File: src/rtl/arm7tdmi_pkg.sv
// Shared types for the ARM7TDMI decode stage.
// Condition codes, instruction classes, ALU ops and decoded bundles.
package arm7tdmi_pkg;

  typedef enum logic [3:0] {
    COND_EQ, COND_NE, COND_CS, COND_CC,
    COND_MI, COND_PL, COND_VS, COND_VC,
    COND_HI, COND_LS, COND_GE, COND_LT,
    COND_GT, COND_LE, COND_AL, COND_NV
  } condition_t;

  typedef enum logic [3:0] {
    INSTR_DATA_PROC,
    INSTR_MULTIPLY,
    INSTR_MULTIPLY_LONG,
    INSTR_SINGLE_SWAP,
    INSTR_BX,
    INSTR_HALFWORD,
    INSTR_PSR,
    INSTR_UNDEFINED,
    INSTR_SINGLE_XFER,
    INSTR_BLOCK_XFER,
    INSTR_BRANCH,
    INSTR_CP_DATA_XFER,
    INSTR_CP_DATA_OP,
    INSTR_CP_REG_XFER,
    INSTR_SWI,
    INSTR_THUMB
  } instr_type_t;

  typedef enum logic [3:0] {
    ALU_AND, ALU_EOR, ALU_SUB, ALU_RSB,
    ALU_ADD, ALU_ADC, ALU_SBC, ALU_RSC,
    ALU_TST, ALU_TEQ, ALU_CMP, ALU_CMN,
    ALU_ORR, ALU_MOV, ALU_BIC, ALU_MVN
  } alu_op_t;

  typedef enum logic [1:0] {
    SHIFT_LSL, SHIFT_LSR, SHIFT_ASR, SHIFT_ROR
  } shift_type_t;

  typedef enum logic [4:0] {
    THUMB_NONE,
    THUMB_SHIFT_IMM,
    THUMB_ADD_SUB,
    THUMB_MOV_CMP_IMM,
    THUMB_ALU,
    THUMB_HI_BX,
    THUMB_PC_LOAD,
    THUMB_LS_REG,
    THUMB_LS_SIGN,
    THUMB_LS_IMM,
    THUMB_LS_HALF,
    THUMB_SP_LS,
    THUMB_LOAD_ADDR,
    THUMB_SP_ADJ,
    THUMB_PUSH_POP,
    THUMB_LS_MULTI,
    THUMB_COND_BR,
    THUMB_SWI,
    THUMB_UNCOND_BR,
    THUMB_LONG_BL
  } thumb_instr_t;

  typedef struct packed {
    thumb_instr_t ttype;
    logic [2:0]   rd;
    logic [2:0]   rs;
    logic [2:0]   rn;
    logic [7:0]   imm8;
    logic [4:0]   imm5;
    logic [10:0]  offset11;
    logic [7:0]   offset8;
  } thumb_fields_t;

  typedef struct packed {
    condition_t    condition;
    instr_type_t   instr_type;
    alu_op_t       alu_op;
    logic [3:0]    rd;
    logic [3:0]    rn;
    logic [3:0]    rm;
    logic [11:0]   immediate;
    logic          imm_en;
    logic          set_flags;
    shift_type_t   shift_type;
    logic [4:0]    shift_amount;
    logic          shift_reg;
    logic [3:0]    shift_rs;
    logic          is_memory;
    logic          mem_load;
    logic          mem_byte;
    logic          mem_pre;
    logic          mem_up;
    logic          mem_writeback;
    logic          is_branch;
    logic [23:0]   branch_offset;
    logic          branch_link;
    logic          psr_to_reg;
    logic          psr_spsr;
    logic          psr_immediate;
    logic          cp_op;
    logic [3:0]    cp_num;
    logic [3:0]    cp_rd;
    logic [3:0]    cp_rn;
    logic [3:0]    cp_opcode1;
    logic [2:0]    cp_opcode2;
    logic          cp_load;
    thumb_fields_t thumb;
    logic [31:0]   pc;
  } decode_t;

  // First match wins; order resolves the overlapping encodings.
  function automatic instr_type_t arm_class(input logic [27:4] w);
    instr_type_t t;
    if (w == 24'h12FFF1)
      t = INSTR_BX;
    else if (w[27:23] == 5'b00010 && w[21:20] == 2'b00
             && w[11:4] == 8'h09)
      t = INSTR_SINGLE_SWAP;
    else if (w[27:22] == 6'b000000 && w[7:4] == 4'b1001)
      t = INSTR_MULTIPLY;
    else if (w[27:23] == 5'b00001 && w[7:4] == 4'b1001)
      t = INSTR_MULTIPLY_LONG;
    else if (w[27:25] == 3'b000 && w[7] && w[4])
      t = INSTR_HALFWORD;
    else if (w[27:26] == 2'b00 && w[24:23] == 2'b10 && !w[20])
      t = INSTR_PSR;
    else if (w[27:26] == 2'b00)
      t = INSTR_DATA_PROC;
    else if (w[27:25] == 3'b011 && w[4])
      t = INSTR_UNDEFINED;
    else if (w[27:26] == 2'b01)
      t = INSTR_SINGLE_XFER;
    else if (w[27:25] == 3'b100)
      t = INSTR_BLOCK_XFER;
    else if (w[27:25] == 3'b101)
      t = INSTR_BRANCH;
    else if (w[27:25] == 3'b110)
      t = INSTR_CP_DATA_XFER;
    else if (w[27:24] == 4'b1110)
      t = w[4] ? INSTR_CP_REG_XFER : INSTR_CP_DATA_OP;
    else
      t = INSTR_SWI;
    return t;
  endfunction

endpackage

File: src/rtl/arm7tdmi_thumb_field_decode.sv
// Thumb halfword format select and field extraction.
// Purely combinational; unused fields stay zero.
module arm7tdmi_thumb_field_decode
  import arm7tdmi_pkg::*;
(
  input  logic [15:0]   hw,
  output thumb_fields_t tf
);

  logic [7:0]   op;
  thumb_instr_t ty;

  assign op = hw[15:8];

  always_comb begin
    ty = THUMB_NONE;
    if (op[7:3] == 5'b00011)       ty = THUMB_ADD_SUB;
    else if (op[7:5] == 3'b000)    ty = THUMB_SHIFT_IMM;
    else if (op[7:5] == 3'b001)    ty = THUMB_MOV_CMP_IMM;
    else if (op[7:2] == 6'b010000) ty = THUMB_ALU;
    else if (op[7:2] == 6'b010001) ty = THUMB_HI_BX;
    else if (op[7:3] == 5'b01001)  ty = THUMB_PC_LOAD;
    else if (op[7:4] == 4'b0101)
      ty = op[1] ? THUMB_LS_SIGN : THUMB_LS_REG;
    else if (op[7:5] == 3'b011)    ty = THUMB_LS_IMM;
    else if (op[7:4] == 4'b1000)   ty = THUMB_LS_HALF;
    else if (op[7:4] == 4'b1001)   ty = THUMB_SP_LS;
    else if (op[7:4] == 4'b1010)   ty = THUMB_LOAD_ADDR;
    else if (op == 8'hB0)          ty = THUMB_SP_ADJ;
    else if (op[7:4] == 4'b1011 && op[2:1] == 2'b10)
      ty = THUMB_PUSH_POP;
    else if (op[7:4] == 4'b1100)   ty = THUMB_LS_MULTI;
    else if (op == 8'hDF)          ty = THUMB_SWI;
    else if (op[7:4] == 4'b1101)   ty = THUMB_COND_BR;
    else if (op[7:3] == 5'b11100)  ty = THUMB_UNCOND_BR;
    else if (op[7:4] == 4'b1111)   ty = THUMB_LONG_BL;
  end

  always_comb begin
    tf = '0;
    tf.ttype = ty;
    unique case (ty)
      THUMB_SHIFT_IMM, THUMB_LS_IMM, THUMB_LS_HALF: begin
        tf.rd   = hw[2:0];
        tf.rs   = hw[5:3];
        tf.imm5 = hw[10:6];
      end
      THUMB_ADD_SUB, THUMB_LS_REG, THUMB_LS_SIGN: begin
        tf.rd = hw[2:0];
        tf.rs = hw[5:3];
        tf.rn = hw[8:6];
      end
      THUMB_ALU, THUMB_HI_BX: begin
        tf.rd = hw[2:0];
        tf.rs = hw[5:3];
      end
      THUMB_MOV_CMP_IMM, THUMB_PC_LOAD, THUMB_SP_LS,
      THUMB_LOAD_ADDR, THUMB_LS_MULTI: begin
        tf.rd   = hw[10:8];
        tf.imm8 = hw[7:0];
      end
      THUMB_SP_ADJ, THUMB_PUSH_POP, THUMB_SWI:
        tf.imm8 = hw[7:0];
      THUMB_COND_BR:
        tf.offset8 = hw[7:0];
      THUMB_UNCOND_BR, THUMB_LONG_BL:
        tf.offset11 = hw[10:0];
      default: ;
    endcase
  end

endmodule

File: src/rtl/arm7tdmi_instr_decode.sv
// ARM7TDMI decode stage: classifies ARM/Thumb words and
// registers the extracted operand fields for execute.
module arm7tdmi_instr_decode
  import arm7tdmi_pkg::*;
(
  input  logic         clk,
  input  logic         rst_n,
  input  logic [31:0]  instruction,
  input  logic [31:0]  pc_in,
  input  logic         instr_valid,
  input  logic         stall,
  input  logic         flush,
  input  logic         thumb_mode,
  output condition_t   condition,
  output instr_type_t  instr_type,
  output alu_op_t      alu_op,
  output logic [3:0]   rd,
  output logic [3:0]   rn,
  output logic [3:0]   rm,
  output logic [11:0]  immediate,
  output logic         imm_en,
  output logic         set_flags,
  output logic [1:0]   shift_type,
  output logic [4:0]   shift_amount,
  output logic         shift_reg,
  output logic [3:0]   shift_rs,
  output logic         is_memory,
  output logic         mem_load,
  output logic         mem_byte,
  output logic         mem_pre,
  output logic         mem_up,
  output logic         mem_writeback,
  output logic         is_branch,
  output logic [23:0]  branch_offset,
  output logic         branch_link,
  output logic         psr_to_reg,
  output logic         psr_spsr,
  output logic         psr_immediate,
  output logic         cp_op,
  output logic [3:0]   cp_num,
  output logic [3:0]   cp_rd,
  output logic [3:0]   cp_rn,
  output logic [3:0]   cp_opcode1,
  output logic [2:0]   cp_opcode2,
  output logic         cp_load,
  output thumb_instr_t thumb_instr_type,
  output logic [2:0]   thumb_rd,
  output logic [2:0]   thumb_rs,
  output logic [2:0]   thumb_rn,
  output logic [7:0]   thumb_imm8,
  output logic [4:0]   thumb_imm5,
  output logic [10:0]  thumb_offset11,
  output logic [7:0]   thumb_offset8,
  output logic [31:0]  pc_out,
  output logic         decode_valid
);

  logic [31:0]   ir;
  instr_type_t   cls;
  thumb_fields_t tf;
  decode_t       dec;
  decode_t       dec_d, dec_q;
  logic          valid_d, valid_q;

  assign ir  = instruction;
  assign cls = arm_class(ir[27:4]);

  arm7tdmi_thumb_field_decode u_thumb (
    .hw (instruction[15:0]),
    .tf (tf)
  );

  always_comb begin
    dec = '0;
    dec.pc = pc_in;
    if (thumb_mode) begin
      dec.condition  = COND_AL;
      dec.instr_type = INSTR_THUMB;
      dec.thumb      = tf;
    end else begin
      dec.condition  = condition_t'(ir[31:28]);
      dec.instr_type = cls;
      unique case (cls)
        INSTR_DATA_PROC: begin
          dec.alu_op    = alu_op_t'(ir[24:21]);
          dec.rd        = ir[15:12];
          dec.rn        = ir[19:16];
          dec.set_flags = ir[20];
          dec.imm_en    = ir[25];
          if (ir[25]) begin
            dec.immediate = ir[11:0];
          end else begin
            dec.rm         = ir[3:0];
            dec.shift_type = shift_type_t'(ir[6:5]);
            dec.shift_reg  = ir[4];
            if (ir[4]) dec.shift_rs = ir[11:8];
            else dec.shift_amount = ir[11:7];
          end
        end
        INSTR_MULTIPLY, INSTR_MULTIPLY_LONG: begin
          dec.rd        = ir[15:12];
          dec.rn        = ir[19:16];
          dec.rm        = ir[3:0];
          dec.shift_rs  = ir[11:8];
          dec.set_flags = ir[20];
        end
        INSTR_SINGLE_SWAP: begin
          dec.rd        = ir[15:12];
          dec.rn        = ir[19:16];
          dec.rm        = ir[3:0];
          dec.is_memory = 1'b1;
          dec.mem_load  = 1'b1;
          dec.mem_pre   = 1'b1;
          dec.mem_up    = 1'b1;
          dec.mem_byte  = ir[22];
        end
        INSTR_HALFWORD, INSTR_SINGLE_XFER,
        INSTR_BLOCK_XFER: begin
          dec.is_memory     = 1'b1;
          dec.rn            = ir[19:16];
          dec.mem_pre       = ir[24];
          dec.mem_up        = ir[23];
          dec.mem_byte      = ir[22];
          dec.mem_writeback = ir[21];
          dec.mem_load      = ir[20];
          // Offset form: halfword I is [22], single uses inverted [25].
          if (cls == INSTR_HALFWORD) begin
            dec.rd     = ir[15:12];
            dec.imm_en = ir[22];
            if (ir[22]) dec.immediate = {4'h0, ir[11:8], ir[3:0]};
            else dec.rm = ir[3:0];
          end else if (cls == INSTR_SINGLE_XFER) begin
            dec.rd     = ir[15:12];
            dec.imm_en = !ir[25];
            if (!ir[25]) begin
              dec.immediate = ir[11:0];
            end else begin
              dec.rm           = ir[3:0];
              dec.shift_type   = shift_type_t'(ir[6:5]);
              dec.shift_amount = ir[11:7];
            end
          end
        end
        INSTR_PSR: begin
          dec.psr_spsr = ir[22];
          if (!ir[21]) begin
            dec.psr_to_reg = 1'b1;
            dec.rd         = ir[15:12];
          end else begin
            dec.psr_immediate = ir[25];
            dec.imm_en        = ir[25];
            dec.rn            = ir[19:16];
            if (ir[25]) dec.immediate = ir[11:0];
            else dec.rm = ir[3:0];
          end
        end
        INSTR_BX: begin
          dec.is_branch = 1'b1;
          dec.rm        = ir[3:0];
        end
        INSTR_BRANCH: begin
          dec.is_branch     = 1'b1;
          dec.branch_offset = ir[23:0];
          dec.branch_link   = ir[24];
        end
        INSTR_CP_DATA_XFER: begin
          dec.cp_op         = 1'b1;
          dec.is_memory     = 1'b1;
          dec.cp_num        = ir[11:8];
          dec.cp_rd         = ir[15:12];
          dec.rn            = ir[19:16];
          dec.mem_pre       = ir[24];
          dec.mem_up        = ir[23];
          dec.mem_writeback = ir[21];
          dec.mem_load      = ir[20];
          dec.cp_load       = ir[20];
          dec.imm_en        = 1'b1;
          dec.immediate     = {4'h0, ir[7:0]};
        end
        INSTR_CP_DATA_OP: begin
          dec.cp_op      = 1'b1;
          dec.cp_num     = ir[11:8];
          dec.cp_rd      = ir[15:12];
          dec.cp_rn      = ir[19:16];
          dec.cp_opcode1 = ir[23:20];
          dec.cp_opcode2 = ir[7:5];
          dec.rm         = ir[3:0];
        end
        INSTR_CP_REG_XFER: begin
          dec.cp_op      = 1'b1;
          dec.cp_num     = ir[11:8];
          dec.rd         = ir[15:12];
          dec.cp_rn      = ir[19:16];
          dec.cp_opcode1 = {1'b0, ir[23:21]};
          dec.cp_opcode2 = ir[7:5];
          dec.cp_load    = ir[20];
          dec.rm         = ir[3:0];
        end
        default: ;
      endcase
    end
  end

  // Flush only kills validity; stall freezes everything.
  always_comb begin
    dec_d   = dec_q;
    valid_d = valid_q;
    if (flush) begin
      valid_d = 1'b0;
    end else if (!stall) begin
      dec_d   = dec;
      valid_d = instr_valid;
    end
  end

  always_ff @(posedge clk or negedge rst_n) begin
    if (!rst_n) begin
      dec_q   <= '0;
      valid_q <= 1'b0;
    end else begin
      dec_q   <= dec_d;
      valid_q <= valid_d;
    end
  end

  assign condition        = dec_q.condition;
  assign instr_type       = dec_q.instr_type;
  assign alu_op           = dec_q.alu_op;
  assign rd               = dec_q.rd;
  assign rn               = dec_q.rn;
  assign rm               = dec_q.rm;
  assign immediate        = dec_q.immediate;
  assign imm_en           = dec_q.imm_en;
  assign set_flags        = dec_q.set_flags;
  assign shift_type       = dec_q.shift_type;
  assign shift_amount     = dec_q.shift_amount;
  assign shift_reg        = dec_q.shift_reg;
  assign shift_rs         = dec_q.shift_rs;
  assign is_memory        = dec_q.is_memory;
  assign mem_load         = dec_q.mem_load;
  assign mem_byte         = dec_q.mem_byte;
  assign mem_pre          = dec_q.mem_pre;
  assign mem_up           = dec_q.mem_up;
  assign mem_writeback    = dec_q.mem_writeback;
  assign is_branch        = dec_q.is_branch;
  assign branch_offset    = dec_q.branch_offset;
  assign branch_link      = dec_q.branch_link;
  assign psr_to_reg       = dec_q.psr_to_reg;
  assign psr_spsr         = dec_q.psr_spsr;
  assign psr_immediate    = dec_q.psr_immediate;
  assign cp_op            = dec_q.cp_op;
  assign cp_num           = dec_q.cp_num;
  assign cp_rd            = dec_q.cp_rd;
  assign cp_rn            = dec_q.cp_rn;
  assign cp_opcode1       = dec_q.cp_opcode1;
  assign cp_opcode2       = dec_q.cp_opcode2;
  assign cp_load          = dec_q.cp_load;
  assign thumb_instr_type = dec_q.thumb.ttype;
  assign thumb_rd         = dec_q.thumb.rd;
  assign thumb_rs         = dec_q.thumb.rs;
  assign thumb_rn         = dec_q.thumb.rn;
  assign thumb_imm8       = dec_q.thumb.imm8;
  assign thumb_imm5       = dec_q.thumb.imm5;
  assign thumb_offset11   = dec_q.thumb.offset11;
  assign thumb_offset8    = dec_q.thumb.offset8;
  assign pc_out           = dec_q.pc;
  assign decode_valid     = valid_q;

endmodule

File: config.mk
export PLATFORM = sky130hd
export DESIGN_NAME = arm7tdmi_instr_decode
export DESIGN_NICKNAME = d
export VERILOG_FILES = /design/src/rtl/arm7tdmi_pkg.sv /design/src/rtl/arm7tdmi_thumb_field_decode.sv /design/src/rtl/arm7tdmi_instr_decode.sv
export SDC_FILE = /design/constraint.sdc
export NUM_CORES = 1
export LEC_CHECK = 0
export BUFFER_PORTS_ARGS = -buffer_cell sky130_fd_sc_hd__buf_2
export CORE_MARGIN = 8
export CORE_UTILIZATION = 40
export DETAILED_ROUTE_END_ITERATION = 10
export PLACE_DENSITY = 0.74
export SETUP_SLACK_MARGIN = 0.15
export SYNTH_ARGS = -nofsm -noshare
export SYNTH_HDL_FRONTEND = slang
export SYNTH_SLANG_ARGS = --single-unit
File: constraint.sdc
create_clock -name clk -period 1.24 [get_ports clk]
set_clock_uncertainty 0.1 [all_clocks]
set_input_delay 0.186 -clock clk [delete_from_list [all_inputs] [get_ports clk]]
set_output_delay 0.186 -clock clk [all_outputs]
set_load 0.01 [all_outputs]
==> results of run 1 <==
-- metal layers --
metal | GRT usage (%) | wire length (um)
met4 | 14.2 | 2090
met3 | 6.07 | 2750
met2 | 45.4 | 18900
met1 | 32.1 | 14100
met5 | 0 | 0
-- report_power, final --
| part | switching (mW) | leakage, nW | internal (mW) | total (mW) |
|---|---|---|---|---|
| Sequential | 0.274 | 2.48 | 6.41 | 6.68 |
| Combinational | 1.83 | 4.82 | 1.93 | 3.75 |
| Clock | 2.65 | 0.289 | 2.91 | 5.56 |
-- cells in the mapped netlist, drive strengths merged (4+ instances only) --
cell,instances
o22ai,5
a21oi,20
a32o,24
nor2b,9
or2,4
and2,8
a22o,106
o31ai,4
or3b,4
or3,6
dfrtp,185
buf,8
nor3,10
a21o,8
a22oi,6
nor4,7
o211ai,4
a21boi,4
nand3,6
inv,9
nand2,134
nor2,25
o21ai,25
clkbuf,48
nand2b,6
-- repair_timing --
item                                    CTS  global route
cloned                                    3             0
pin swaps                                69            40
hold buffers                             43             0
setup buffers                           112            79
endpoints found under the setup margin  330           349
endpoints found under the hold margin   229             0
resized for setup                       200            81
-- how the worst max path moves through the flow --
stage / start / end / slack, ns
2_1_floorplan: instruction[5] / immediate[8] / -1.37
3_3_place_gp: instruction[5] / immediate[3] / -1.43
3_5_place_dp: instruction[5] / cp_rd[2] / -1.48
4_1_cts: instruction[5] / immediate[3] / -0.96
5_1_grt: instruction[5] / rm[1] / -1.10
6_report: instruction[5] / immediate[3] / -1.07
-- logic make-up after synthesis --
family	synth area share (%)
mux	0.253
simple gates	14.4
flops	58.6
compound gates	23.5
buf+inv	3.26
-- area by class of cell --
class	instances	share of cell area, %
antenna	1	0.0171
clock buffer	18	3.01
clock inverter	14	1.04
inverter	9	0.231
multi-input combinational	468	25.0
sequential	185	31.7
tap	265	2.27
timing repair buffer	641	36.7
==> impl_metrics.csv, run 1 <==
group,metric,value,unit
power,total_power,16.0,mW
logic_synthesis,yosysWarningCount,0,
cts,numClockSinks,185,
cells_and_area,largest_reg_flops,32,
routing,ant_nets,0,
sta,timing.hold.ws,-0.00508,ns
cts,cts_buffers,17,
critical_path,slowest_stage,"or4b_4",
hold_path,hp-start,"instruction[12]",
cts,clk_pin_slew_worst_paths,0.08,ns
cts,cts_buffer_depth,2,
logic_synthesis,yosysSeqAreaShare,58.6,%
routing,wire_per_inst,23.6,um
job,max_cap_violations,0,
critical_path,worst-path-stages,10,
critical_path,start_kind,"input pin",
critical_path,worstReg2RegStart,"branch_offset[23]",
cells_and_area,multiInputGateArea,0.00365,mm2
logic_synthesis,syn_area,0.00790,mm2
place,place_inst,1331,
critical_path,critPathMaxStageDelay,0.56,ns
logic_synthesis,dominantRegCellSynth,"dfrtp_1",
sta,post-route-period-util,186,%
sta,finalSetupViolCount,285,
logic_synthesis,yosys.area.top_type,"dfrtp_1",
cells_and_area,fin_nets,1392,
die,io_pins,255,
sta,slew-limit-headroom,65.2,%
routing,drtIter0Drc,895,
logic_synthesis,synth_edf_count,0,
logic_synthesis,synthTopCellsByArea,"dfrtp_1, a22o_1, nand2_1, a32o_1, clkbuf_1",
die,initial_core_util,40.7,%
logic_synthesis,synthCells,718,
hold_path,hold_path.class,"input pin to flip-flop",
cells_and_area,final_cells,1601,
place,place.gp.congestion,0.904,
grt,antenna_found_initial,1,
routing,vias_per_cell,5.66,
critical_path,worstReg2RegEnd,"branch_offset[23]",
critical_path,crit_type,"input pin to flip-flop",
grt,grt_pass1_wl,50.9,mm
sta,setup_tns,-76.71,ns
logic_synthesis,syn_nets,788,
grt,grt_usage,27.1,%
die,num_rows,51,
cells_and_area,fin_util,75.3,%
hold_path,hold_depth,2,
grt,grt_max_degree,55,
grt,grt_pass1_vias,8873,
cells_and_area,seq_area,0.00463,mm2
power,p_per_area,1100,mW/mm2
logic_synthesis,synth_top_area_share,58.6,%
critical_path,setup.worst_path.end_class,"flip-flop",
place,io_buffers,254,
cts,cts_root_buf,"clkbuf_16",
cts,cts_tree,"built",
critical_path,critical_path_required,1.51,ns
status,failed_checks,"negative hold slack, negative setup slack",
critical_path,crit_family,"compound AO/OA/AOI/OAI gates",
critical_path,r2r_slack,0.05,ns
power,power_leakage,7.59,nW
die,coreArea,0.0194,mm2
place,hpwl,21.6,mm
sta,tightest_slew,0.517,ns
sta,rsz0062_at_grt,"true",
critical_path,critical_path_arrival,2.58,ns
cts,htree_levels,4,
sta,hold_viol,1,
cells_and_area,layout_common_cells,"buf_4, dfrtp_1, buf_2",
critical_path,worstPathMaxFanout,5,
die,die_area,0.0245,mm2
critical_path,cp_cell_sequence,"buf_8 > or4b_4 > buf_4 > nor4_4 > a21oi_2 > buf_6 > o31ai_1 > o22ai_4 > a21oi_4 > a32o_1",
status,status,"finished with violations",
cells_and_area,final_layout_size_suffix_gt1_share,55.1,%
cells_and_area,area_growth,84.7,%
place,placed_cell_area,0.0108,mm2
critical_path,reg2reg_depth,4,
logic_synthesis,synth_seq_cells,185,
logic_synthesis,syn_avg_cell_area,11.0,um2
cts,clkLatencyLatePin,0.44,ns
cells_and_area,n_fill_cell,1164,
routing,drc_errors,0,
cells_and_area,final_common_cell,"buf_4",
logic_synthesis,synth.distinct_cells,63,
die,die_h,157,um
routing,firstDrtPassIters,7,
grt,grt_overflow,0,
cells_and_area,final_area,0.0146,mm2
logic_synthesis,async_reset_ff_share,100,%
hold_path,holdPathEnd,"rd[0]",
die,die_w,157,um
sta,maxSlewViolCount,0,
place,pre_cts_ws,-1.48,ns
sta,worst_slack,-1.07,ns
routing,drt_wl_total,37.8,mm
sta,max_freq,432,MHz
sta,post-route-min-period,2.31,ns
critical_path,crit_buf_inv,3,
routing,num_vias,9065,
power,ir_drop,0.906,mV
Power figures use the tool's default switching activity.
==> run 2: changes to the inputs <==
PLACE_DENSITY = 0.76   (was 0.74)
==> run 2 against run 1 <==
The run ends with negative setup slack left; fmax is 1.4% higher; routed wire length shrank 2.6%; setup slack improved by 0.032 ns; critical path depth rose by 2; sequential power about the same; core utilization decreased by 0.090 points; worst hold slack improved by 0.025 ns; via count shrank 1.8%; global-route usage fell by 0.42 points; combinational power down 2%; critical path type unchanged.
==> impl_metrics.csv, run 2 (synthesis results as in run 1) <==
group,metric,value,unit
status,status,"finished with violations",
status,failed_checks,"negative setup slack",
sta,maxSlewViolCount,0,
cells_and_area,final_layout_size_suffix_gt1_share,54.3,%
routing,wl_met1,13.6,mm
power,power_leakage,7.54,nW
routing,firstDrtPassIters,5,
critical_path,critical_path_required,1.45,ns
place,io_buffers,254,
routing,vias_per_cell,5.56,
cts,cts_buffer_depth,2,
sta,max_freq,438,MHz
cells_and_area,final_common_cell,"buf_4",
routing,wire_per_inst,23.0,um
routing,num_vias,8902,
cts,clk_pin_slew_worst_paths,0.07,ns
sta,rsz0062_at_grt,"true",
routing,drtIter0Drc,732,
routing,dr_wl_met3,2.68,mm
critical_path,critical_path_arrival,2.50,ns
sta,slew-limit-headroom,73.0,%
place,pre_cts_ws,-1.49,ns
critical_path,crit_type,"input pin to flip-flop",
routing,drc_errors,0,
cts,cts_tree,"built",
sta,worst_slack,-1.04,ns
cts,cts_root_buf,"clkbuf_16",
die,die_area,0.0245,mm2
die,initial_core_util,40.7,%
die,num_rows,51,
grt,grt_overflow,0,
sta,post-route-min-period,2.28,ns
sta,post-route-period-util,184,%
power,p_per_area,1100,mW/mm2
place,hpwl,21.5,mm
cts,clkLatencyLatePin,0.43,ns
routing,top_layer,"met4",
routing,drt_wl_total,36.8,mm
job,max_cap_violations,0,
power,total_power,16.0,mW
die,coreArea,0.0194,mm2
place,place.gp.congestion,0.921,
die,io_pins,255,
grt,grt_max_degree,73,
grt,grt_pass1_vias,8550,
grt,antenna_found_initial,4,
critical_path,setup.worst_path.end_class,"flip-flop",
routing,ant_nets,0,
die,die_h,157,um
sta,tightest_slew,0.402,ns
grt,grt_pass1_wl,49.8,mm
cts,cts_buffers,17,
hold_path,hold_path.class,"input pin to flip-flop",
sta,hold_viol,0,
die,die_w,157,um
cells_and_area,layout_common_cells,"buf_4, dfrtp_1, buf_2",
routing,wl_met2,18.7,mm
cts,numClockSinks,185,
critical_path,worstPathMaxFanout,4,
grt,grt_usage,26.7,%
power,ir_drop,1.02,mV
cells_and_area,n_fill_cell,1159,
cts,htree_levels,4,
cells_and_area,area_growth,84.5,%
cells_and_area,largest_reg_flops,32,
cells_and_area,fin_nets,1391,
sta,finalSetupViolCount,232,
critical_path,r2r_slack,0.04,ns
critical_path,start_kind,"input pin",
## run 2: path summary, 6_finish.rpt
kind,startpoint,end,cells past startpoint
hold reg to reg,pc_out[9],pc_out[9],2
min in group asynchronous,rst_n,cp_num[0],2
setup reg to reg,branch_offset[13],branch_offset[13],4
hold / removal,instruction[20],branch_offset[20],3
setup / recovery,instruction[20],immediate[9],12
max in group asynchronous,rst_n,pc_out[10],3
## run 2: power breakdown
part           switching (mW)  internal, mW
combinational            1.79          1.87
clock                    2.73          2.91
sequential              0.262          6.40
total                    4.78          11.2
## run 2: worst max-delay path: stages
cell and delay, ns:
buf_6 0.09, or3b_4 0.41, buf_6 0.14, buf_6 0.11
buf_6 0.11, o31ai_4 0.26, a22o_4 0.20, a2111oi_4 0.08
buf_4 0.16, o41a_4 0.39, nor2b_4 0.16, a22o_1 0.19
## run 2: through the flow
stage	cell area [um2]	hold slack, ns	util, %	cells	TNS [ns]
after floorplan	8390	-0.210	-	718	-98.54
after global placement	10700	-0.000978	55.4	1328	-142.10
after detailed placement	10700	0.000824	55.4	1328	-146.16
after CTS	13500	0.0106	69.5	1519	-70.53
after global routing	14600	0.0193	75.2	1601	-85.05
final	14600	0.0200	75.2	1601	-77.09
## run 2: layout make-up
type                            instances  area [um2]  area share, %
Clock buffer                           17         425           2.92
Antenna cell                            2        5.00         0.0343
Inverter                                9        33.8          0.232
Clock inverter                         15         176           1.21
Timing Repair Buffer                  640        5340           36.6
Tap cell                              265         332           2.27
Multi-Input combinational cell        468        3640           25.0
Sequential cell                       185        4630           31.8
## run 2: metal layers
metal / global-route usage [%] / vias up
li1: - / 3851
met1: 31.2 / 4460
met2: 44.7 / 464
met3: 6.59 / 127
met4: 14.0 / 0
met5: 0 / -
## run 2: timing repair
| action | in CTS | in global routing |
|---|---|---|
| gates cloned | 3 | 0 |
| endpoints found under the setup margin | 319 | 330 |
| pin swaps | 70 | 33 |
| hold endpoints to repair | 242 | 0 |
| hold buffers | 46 | 0 |
| setup buffers | 110 | 80 |
| resized for setup | 182 | 91 |
==> run 3: changes to the inputs <==
CORE_UTILIZATION = 50   (was 40)
PLACE_DENSITY = 0.9   (was 0.76)
==> run 3 against run 2 <==
The run now fails in global routing (5_1_grt); synthesized cell count unchanged; synthesized area unchanged.
==> impl_metrics.csv, run 3 <==
group,metric,value,unit
die,die_h,142,um
grt,grt_overflow,582,
logic_synthesis,ys_top_cells_by_count,"dfrtp_1, nand2_1, a22o_1, clkbuf_1, o21ai_0",
status,lastStage,"global routing (5_1_grt)",
logic_synthesis,synth_seq_cells,185,
grt,grt_usage,87.6,%
logic_synthesis,dominantRegCellSynth,"dfrtp_1",
logic_synthesis,synth.distinct_cells,63,
grt,grt_max_degree,61,
cts,htree_levels,4,
logic_synthesis,syn_avg_cell_area,11.0,um2
sta,worstEpCategory,"register data pin",
logic_synthesis,synthTopCellsByArea,"dfrtp_1, a22o_1, nand2_1, a32o_1, clkbuf_1",
place,place.gp.congestion,1.00,
cts,cts_buffers,17,
status,status,"stopped before the end",
die,num_rows,46,
place,hpwl,21.3,mm
logic_synthesis,syn_area,0.00790,mm2
place,io_buffers,254,
status,firstError,"[ERROR GRT-0232] Routing congestion too high. Check the congestion heatmap in the GUI.",
die,io_pins,255,
die,die_w,142,um
die,initial_core_util,50.5,%
logic_synthesis,synthCells,718,
grt,antenna_found_initial,11,
cts,cts_buffer_depth,2,
logic_synthesis,yosysSeqAreaShare,58.6,%
cts,cts_root_buf,"clkbuf_16",
sta,crit_endpoint,"immediate[6]$_DFFE_PN0P_/D",
logic_synthesis,yosys.area.top_type,"dfrtp_1",
cts,numClockSinks,185,
logic_synthesis,synth_top_area_share,58.6,%
logic_synthesis,synth_edf_count,0,
logic_synthesis,yosysWarningCount,0,
logic_synthesis,syn_nets,788,
logic_synthesis,synth.most_common_cell,"dfrtp_1",
logic_synthesis,async_reset_ff_share,100,%
-- run 3: cell families after synthesis --
group | after synthesis | share of synthesized area (%)
AO/OA/AOI/OAI | 228 | 23.5
buffers and inverters | 65 | 3.26
AND/OR/NAND/NOR | 238 | 14.4
flip-flops | 185 | 58.6
multiplexers | 2 | 0.253
-- run 3: what timing repair did --
action / CTS
setup endpoints to repair: 323
pin swaps: 43
hold buffers: 45
gates cloned: 3
setup buffers: 121
hold endpoints to repair: 238
resized for setup: 160
-- run 3: routing by layer --
metal	global-route usage, %	GRT overflow
met5	42.3	2
met4	97.0	193
met3	76.7	8
met2	103	370
met1	81.4	9
-- run 3: per-stage QoR --
stage	instance area [um2]	setup TNS (ns)	setup WS, ns	util (%)	std cells
floorplan	8390	-98.54	-1.37	-	718
global placement	10700	-138.85	-1.47	68.6	1280
detailed placement	10700	-142.59	-1.48	68.6	1280
CTS	13500	-69.00	-1.00	86.0	1481
==> run 4: changes to the inputs <==
CORE_UTILIZATION = 35   (was 50)
PLACE_DENSITY = not set   (was 0.9)
PLACE_DENSITY_LB_ADDON = 0.15   (was not set)
SETUP_SLACK_MARGIN = not set   (was 0.15)
==> run 4 against run 3 <==
The flow now finishes, with violations (negative setup slack).
==> impl_metrics.csv, run 4 (synthesis results as in run 1) <==
group,metric,value,unit
status,status,"finished with violations",
status,failed_checks,"negative setup slack",
cells_and_area,n_fill_cell,1747,
sta,maxSlewViolCount,0,
place,placed_cell_area,0.0108,mm2
cts,cts_root_buf,"clkbuf_16",
cts,htree_levels,4,
critical_path,start_kind,"input pin",
die,die_w,166,um
cells_and_area,final_common_cell,"buf_4",
grt,antenna_found_initial,0,
die,coreArea,0.0224,mm2
sta,max_freq,439,MHz
critical_path,r2r_slack,0.05,ns
sta,worst_slack,-1.04,ns
routing,wire_per_inst,20.2,um
sta,finalSetupViolCount,229,
critical_path,critical_path_arrival,2.50,ns
routing,drtIter0Drc,551,
routing,firstDrtPassIters,5,
hold_path,hold_depth,3,
critical_path,worstReg2RegStart,"thumb_rd[0]",
cells_and_area,antenna_cells,0,
power,p_per_area,1100,mW/mm2
power,ir_drop,0.708,mV
cts,cts_tree,"built",
routing,num_vias,8250,
cells_and_area,layout_common_cells,"buf_4, dfrtp_1, buf_2",
cts,cts_buffer_depth,2,
sta,rsz0062_at_grt,"true",
hold_path,hold_path.class,"input pin to flip-flop",
routing,drt_wl_total,32.2,mm
sta,setup_tns,-73.80,ns
hold_path,holdPathEnd,"branch_offset[20]",
critical_path,reg2reg_depth,4,
sta,post-route-period-util,184,%
cells_and_area,final_layout_size_suffix_gt1_share,54.5,%
grt,grt_pass1_vias,8478,
grt,grt_usage,22.6,%
cells_and_area,final_area,0.0144,mm2
sta,post-route-min-period,2.28,ns
place,place.gp.congestion,0.880,
hold_path,hp-start,"instruction[20]",
power,power_leakage,7.49,nW
place,io_buffers,254,
grt,grt_pass1_wl,49.6,mm
critical_path,setup.worst_path.end_class,"flip-flop",
cells_and_area,area_growth,82.4,%
grt,grt_overflow,0,
die,num_rows,55,
routing,vias_per_cell,5.17,
routing,ant_nets,0,
critical_path,worstReg2RegEnd,"thumb_rd[0]",
die,initial_core_util,35.2,%
cts,clkLatencyLatePin,0.44,ns
die,io_pins,255,
cts,clk_pin_slew_worst_paths,0.07,ns
place,hpwl,21.5,mm
job,max_cap_violations,0,
critical_path,critical_path_required,1.46,ns
cts,cts_buffers,17,
power,total_power,15.9,mW
die,die_area,0.0276,mm2
cells_and_area,largest_reg_flops,32,
cells_and_area,fin_nets,1368,
sta,tightest_slew,0.588,ns
die,die_h,166,um
grt,grt_max_degree,55,
routing,drc_errors,0,
cts,numClockSinks,185,
critical_path,worstPathMaxFanout,4,
sta,slew-limit-headroom,60.8,%
sta,hold_viol,0,
critical_path,crit_type,"input pin to flip-flop",
==> run 4: worst max-delay path by stage <==
stage               cells past startpoint       endpoint             from  slack (ns)
floorplan                               8   immediate[8]   instruction[5]       -1.37
global placement                        8          rm[0]   instruction[8]       -1.50
detailed placement                      9       cp_rd[1]   instruction[5]       -1.56
CTS                                    10  thumb_imm8[7]  instruction[10]       -0.99
global route                            9   immediate[3]   instruction[5]       -1.07
finish                                  9   immediate[4]   instruction[9]       -1.04
==> run 4: area by class of cell <==
cell class	count	area, um2	share of cell area [%]
flip-flops and latches	185	4630	32.1
well taps	285	357	2.47
repair buffers	617	5040	35.0
inverters	9	33.8	0.234
multi-input cells	468	3750	26.0
clock buffers	17	425	2.95
clock inverters	14	184	1.28
==> run 4: worst max-delay path, stage by stage <==
cell and delay (ns):
buf_6 0.09, or4_4 0.57, buf_12 0.16, o32ai_4 0.26
a32o_2 0.24, o31ai_4 0.10, o41a_2 0.51, buf_6 0.14
a32o_1 0.24
==> run 4: power breakdown <==
part           switching [mW]  internal (mW)  leakage [nW]
Combinational            1.71           1.89          4.70
Clock                    2.61           3.06         0.300
Sequential              0.239           6.41          2.48
==> run 4: timing repair <==
action | in CTS | in global routing
endpoints found under the setup margin | 322 | 329
pin swaps | 80 | 57
resized for setup | 210 | 77
endpoints found under the hold margin | 234 | 0
buffers inserted | 99 | 70
hold buffers | 45 | 0
cloned | 3 | 0
==> run 4: layer usage <==
layer  routed length (um)  global-route usage, %  up-vias
li1                     -                      -     3811
met1                14200                   29.3     4113
met2                15400                   36.4      286
met3                 1960                   5.89       40
met4                  666                   7.09        0
met5                    0                      0        -
==> run 4: per-stage QoR <==
stage / instances / worst slack, ns / hold WS, ns / utilization, %
4_1_cts: 1531 / -0.989 / 0.00561 / 60.3
2_1_floorplan: 718 / -1.37 / -0.210 / -
3_5_place_dp: 1360 / -1.56 / 0.0194 / 48.1
5_1_grt: 1595 / -1.07 / 0.0137 / 64.3
6_report: 1595 / -1.04 / 0.0228 / 64.3
3_3_place_gp: 1360 / -1.50 / 0.0232 / 48.1
